[src/rtl/run_seq_pkg.sv]
// Shared types and constants for the host-side run sequencer.
// The cycle-count width is shared with the processor's internal cycle counter.
package run_seq_pkg;

    localparam int unsigned RST_CYC_DEF   = 2;
    localparam int unsigned START_CYC_DEF = 1;
    localparam int unsigned TIMEOUT_DEF   = 4096;
    localparam int unsigned BLANK_CYC_DEF = 1;

    localparam int unsigned CYC_W   = 16;
    localparam int unsigned PHASE_W = 4;

    typedef enum logic [2:0] {
        IDLE  = 3'd0,
        RST   = 3'd1,
        START = 3'd2,
        RUN   = 3'd3,
        DONE  = 3'd4
    } run_state_e;

endpackage

[src/rtl/phase_timer.sv]
// Loadable down-counter shared by the RST, START and Ack-blanking phases.
// The expiry flag is high while the count sits at zero.
module phase_timer
    import run_seq_pkg::*;
#(
    parameter int unsigned W = PHASE_W
) (
    input  logic         Clk,
    input  logic         Reset,
    input  logic         load_i,
    input  logic [W-1:0] loadVal_i,
    output logic         expired_o
);

    logic [W-1:0] count_q;

    always_ff @(posedge Clk) begin
        if (Reset) begin
            count_q <= '0;
        end else if (load_i) begin
            count_q <= loadVal_i;
        end else if (count_q != '0) begin
            count_q <= count_q - 1'b1;
        end
    end

    assign expired_o = (count_q == '0);

endmodule

[src/rtl/run_sequencer.sv]
// Launches one processor program run: core reset, Start pulse, then waits for Ack
// with a cycle budget, and reports completion, timeout and measured cycle count.
module run_sequencer
    import run_seq_pkg::*;
#(
    parameter int unsigned RST_CYC   = RST_CYC_DEF,
    parameter int unsigned START_CYC = START_CYC_DEF,
    parameter int unsigned TIMEOUT   = TIMEOUT_DEF,
    parameter int unsigned BLANK_CYC = BLANK_CYC_DEF
) (
    input  logic             Clk,
    input  logic             Reset,
    input  logic             Go,
    input  logic             DutAck,
    output logic             DutReset,
    output logic             DutStart,
    output logic             Busy,
    output logic             Done,
    output logic             TimedOut,
    output logic [CYC_W-1:0] CycleCt,
    output logic [7:0]       RunCount
);

    // Timer is loaded with length-1 so that expiry marks the last cycle of a phase.
    localparam logic [PHASE_W-1:0] RST_LOAD   = PHASE_W'(RST_CYC - 1);
    localparam logic [PHASE_W-1:0] START_LOAD = PHASE_W'(START_CYC - 1);
    localparam logic [PHASE_W-1:0] BLANK_LOAD = PHASE_W'(BLANK_CYC);
    localparam logic [CYC_W-1:0]   TIMEOUT_V  = CYC_W'(TIMEOUT);

    run_state_e         state_q, state_d;
    logic [CYC_W-1:0]   cycleCt_q, cycleCt_d;
    logic [CYC_W-1:0]   cycNext;
    logic [7:0]         runCount_q, runCount_d;
    logic               timedOut_q, timedOut_d;
    logic               dutReset_q, dutStart_q, busy_q, done_q;
    logic               timerLoad;
    logic [PHASE_W-1:0] timerVal;
    logic               phaseDone;
    logic               ackOk;

    phase_timer #(
        .W(PHASE_W)
    ) uPhaseTimer (
        .Clk       (Clk),
        .Reset     (Reset),
        .load_i    (timerLoad),
        .loadVal_i (timerVal),
        .expired_o (phaseDone)
    );

    assign cycNext = cycleCt_q + {{(CYC_W-1){1'b0}}, 1'b1};
    assign ackOk   = phaseDone & DutAck;

    always_comb begin
        state_d    = state_q;
        cycleCt_d  = cycleCt_q;
        runCount_d = runCount_q;
        timedOut_d = timedOut_q;
        timerLoad  = 1'b0;
        timerVal   = '0;
        unique case (state_q)
            IDLE: begin
                if (Go) begin
                    state_d    = RST;
                    timerLoad  = 1'b1;
                    timerVal   = RST_LOAD;
                    cycleCt_d  = '0;
                    timedOut_d = 1'b0;
                end
            end
            RST: begin
                if (phaseDone) begin
                    state_d   = START;
                    timerLoad = 1'b1;
                    timerVal  = START_LOAD;
                end
            end
            START: begin
                if (phaseDone) begin
                    state_d   = RUN;
                    timerLoad = 1'b1;
                    timerVal  = BLANK_LOAD;
                end
            end
            RUN: begin
                cycleCt_d = cycNext;
                // An accepted Ack takes priority over a timeout on the same cycle.
                if (ackOk) begin
                    state_d    = DONE;
                    runCount_d = runCount_q + 8'd1;
                end else if (cycNext == TIMEOUT_V) begin
                    state_d    = DONE;
                    timedOut_d = 1'b1;
                    runCount_d = runCount_q + 8'd1;
                end
            end
            DONE: begin
                state_d = IDLE;
            end
            default: begin
                state_d = IDLE;
            end
        endcase
    end

    always_ff @(posedge Clk) begin
        if (Reset) begin
            state_q    <= IDLE;
            cycleCt_q  <= '0;
            runCount_q <= '0;
            timedOut_q <= 1'b0;
            dutReset_q <= 1'b0;
            dutStart_q <= 1'b0;
            busy_q     <= 1'b0;
            done_q     <= 1'b0;
        end else begin
            state_q    <= state_d;
            cycleCt_q  <= cycleCt_d;
            runCount_q <= runCount_d;
            timedOut_q <= timedOut_d;
            dutReset_q <= (state_d == RST);
            dutStart_q <= (state_d == START);
            busy_q     <= (state_d != IDLE);
            done_q     <= (state_d == DONE);
        end
    end

    assign DutReset = dutReset_q;
    assign DutStart = dutStart_q;
    assign Busy     = busy_q;
    assign Done     = done_q;
    assign TimedOut = timedOut_q;
    assign CycleCt  = cycleCt_q;
    assign RunCount = runCount_q;

endmodule

[config.mk]
export PLATFORM = sky130hd
export DESIGN_NAME = run_sequencer
export DESIGN_NICKNAME = d
export VERILOG_FILES = /design/src/rtl/run_seq_pkg.sv /design/src/rtl/phase_timer.sv /design/src/rtl/run_sequencer.sv
export SDC_FILE = /design/constraint.sdc
export NUM_CORES = 1
export LEC_CHECK = 0
export ABC_AREA = 1
export CORE_ASPECT_RATIO = 0.75
export CORE_MARGIN = 2
export CORE_UTILIZATION = 48
export CTS_CLUSTER_SIZE = 12
export DETAILED_ROUTE_END_ITERATION = 6
export PLACE_DENSITY = 0.87
export REMOVE_ABC_BUFFERS = 1
export SETUP_SLACK_MARGIN = 0.3
export SLEW_MARGIN = 10
export SYNTH_ARGS = -nofsm -noshare
export SYNTH_HDL_FRONTEND = slang
export SYNTH_HIERARCHICAL = 1
export SYNTH_SLANG_ARGS = --single-unit
[constraint.sdc]
create_clock -name Clk -period 1.85 [get_ports Clk]
set_input_delay 0.185 -clock Clk [delete_from_list [all_inputs] [get_ports Clk]]
set_output_delay 0.185 -clock Clk [all_outputs]
set_load 0.01 [all_outputs]
==> metrics list <==
- Max Cap Viol: 0
* Unrepaired setup endpoints after global routing: true
* Antenna Nets Post-Route: 0
- The finished cells cover 2980 um^2.
- Remaining global-route overflow: 0
- Number of global-route vias before repair: about 2100
- The path class of the tightest hold or removal check is register to register.
- Die Ht: 60.7 um
- The worst setup path is launched from a register.
- Maximum number of pins on one net before global-route repair: 28
- Max stage delay cell, worst path: dfxtp_2
- Largest stage delay on the critical path: approximately 0.36 ns
- After detailed placement, the total cell area comes to roughly 2600 um^2.
* Count of endpoints failing setup in the final report: 7
- For this run, the post-layout net count is ~380.
* Setup CP Type: register to register
- The run finished, with violations left.
* Portion of synthesized cell area occupied by the leading cell type: 0.350
* Synth Register Bits: 36
* Worst Setup Slack, final: -0.0269 ns
* Placement-stage worst setup slack: -0.153 ns
- Area Overhead vs Synth: 44.7%
- After clock tree synthesis, the flow added hold-fix buffers numbering 0.
- Mean post-synth cell area: 6.64 um^2
- Pin placement for this block handled 33 I/O pins.
- In this run, the number of DRC markers left after iteration 0 of detailed routing was about 150.
- TNS Setup: -0.146 ns
- Summed over all instances, the cell type with the most area after synthesis is dfxtp_1.
- Critical path, cell by cell: ha_4, nand2_4, nor2_4, nand2_2, nor2_1, nand2_1, nand2_1, nand3_2, nor2_4, nand2_4, nand2_8, nand2_8, nand2_1, a21oi_2
* Clock-pin slew reported for the worst setup and hold paths after clock tree synthesis: about 0.08 ns
- Crit path arrival time: ~2.1 ns
- In the finished design, the share of the clock period the worst path needs comes to 1.01.
- Number of levels in the clock H-tree: 2
- Count of flip-flops with a built-in enable after synthesis: 0
- The mapped netlist covers 2060 um^2.
- Number of detailed-route iterations in the first pass: 4
- IO Port Bufs: 32
* Leakage dissipation: 0.00122 uW
* Most common library cell in the layout ignoring fill and taps: nand2_1
- Via count of the routed design: 2260
- Synthesis produced 310 cells.
* Power density over cell area: around 860 nW/um^2
- VDD sags by at most between 0.0005 and 0.0006 V.
- Among all flip-flop cells after synthesis, the most frequent one is dfxtp_1.
- For this run, the total global-route usage over all layers was measured as 0.248.
- The tree is rooted in a clkbuf_8.
- The die is ~80 um wide.
- TritonCTS built the clock tree.
* Maximum clock skew at final layout: just under 0.006 ns
- Diode insertion count for antenna repair: 0
- The netlist uses 29 different library cells.
- Async set-reset flop share out of synthesis: 0
* Ranking of synthesized cells by area: dfxtp_1 35%, nand2_1 17%, a21oi_1 7.3%
- Num rows: 20
* Worst skew pair latency: roughly 0.30 ns
- In the final routed layout, each cell accounts on average for between 10 and 15 um.
- The count of final max-slew check failures is 0.
* Starting density of the core: 0.505
- CP max FO: 8
- Antenna violations before repair: 0
- The HPWL after detailed placement is around 3700 um.
* Synth warn: 6
- Count of unresolved DRC violations after routing: 0
- At the worst endpoint, the required time is just over 2 ns.
- Clock tree synthesis inserted a total of 5 buffers.
- Part of the Yosys area used for sequential elements: 0.350
- Counting both buffers and inverters, the worst setup path holds a total of 0.
* Shortest clock period the worst path allows after layout: approximately 1.9 ns
- Counting along the longest clock path gives a buffer depth of 2.
- Sink count of the clock tree: 36
- Last weighted congestion value of the routability-driven placer: 0.875
* Most common cell on crit path: nand2_1
- The number of failing hold endpoints at the final stage is 0.
- Summed over all layers, the routed wires come to approximately 5800 um.
- Maximum frequency from static timing analysis: 533 MHz
* Final core occ: 0.730
* Violated checks: setup timing
- The floorplan step defined a die boundary enclosing 4830 um^2.
- The first global-routing pass estimated a little over 9000 um of wire.
- Final hold analysis gives a worst-case slack of ~0.48 ns.
* Capturing element type of the critical path: register
* Most frequent cells in the layout: 81 x nand2_1, 32 x inv_1, 28 x clkdlybuf4s50_1
- Ratio of cells with drive above 1 in the final layout: 0.289
- Area of the core region: a little over 4000 um^2
- Via count normalized by instance count: ~5.3
- On the critical path the largest part of the delay comes from simple AND/OR/NAND/NOR gates.
## metrics by stage
stage | cells | power (uW)
global placement | 413 | 1630
floorplan | 306 | 1400
detailed placement | 413 | 1660
finish | 429 | 2570
global route | 429 | 2690
CTS | 426 | 2400
## final timing paths
path | start | to | slack (ns) | depth (start not counted)
worst max-delay path | CycleCt[0] | RunCount[7] | -0.03 | 14
worst min register to register | CycleCt[13] | CycleCt[13] | 0.48 | 2
worst min-delay path | CycleCt[13] | CycleCt[13] | 0.48 | 2
worst max register to register | CycleCt[0] | RunCount[7] | -0.03 | 14
## tightest hold or removal path: stages (launching register included)
cell,delay (ns)
dfxtp_2,0.33
nand2_1,0.06
a21oi_1,0.05
## cells in the mapped netlist, types with 2 or more instances
master	instances
nand2_1	91
dfxtp_1	36
inv_1	35
a21oi_1	30
nand3_1	24
nor2_1	23
nand4_1	9
clkbuf_1	6
nor2_2	6
nand2_2	5
o21ai_0	5
ha_1	4
nand3_2	4
nor3_1	4
xor2_1	4
nand2_4	3
nor2_4	3
xnor2_1	3
inv_2	2
nand3b_1	2
o211ai_1	2
o21bai_1	2
## area by class of cell
class | count | area (um^2)
clock buffers | 7 | 86.3
flip-flops and latches | 36 | 746
multi-input cells | 232 | 1380
inverters | 38 | 151
well taps | 55 | 68.8
repair buffers | 60 | 544
fillers | 301 | 1100
clock inverters | 1 | 7.51
## power breakdown
group / internal, uW / total, uW / switching [uW]
combinational: 417 / 1040 / 626
clock: 303 / 606 / 303
sequential: 858 / 917 / 59.5
## sequential cells by signal (all words and copies together) (netlist names)
register	flops
CycleCt	16
RunCount	8
uPhaseTimer/count_q	4
state_q	3
Busy	1
Done	1
DutReset	1
DutStart	1
TimedOut	1
## cells by family (layout without fill, tap and decap cells)
kind of cell / after synthesis / after routing / synth area share
adder cells (fa/ha/maj): 4 / 4 / 0.0243
flip-flops: 36 / 36 / 0.350
buffers and inverters: 44 / 106 / 0.0809
AND/OR/NAND/NOR: 176 / 176 / 0.404
AO/OA/AOI/OAI: 42 / 42 / 0.109
XOR/XNOR: 7 / 7 / 0.0298
other: 1 / 3 / 0.00182
## routing by layer
metal	vias to the layer above	part of all wire	global-route usage
met2	78	0.49	0.437
met4	0	0.018	0.0911
met1	1049	0.41	0.287
li1	1122	-	-
met3	11	0.073	0.0833
met5	-	0	0
## what timing repair did
| item | 4_1_cts | 5_1_grt |
|---|---|---|
| endpoints found under the setup margin | 37 | 44 |
| pin swaps | 11 | 16 |
| setup buffers | 5 | 3 |
| gates resized for setup | 31 | 45 |
(Power assumes the default switching activity.)
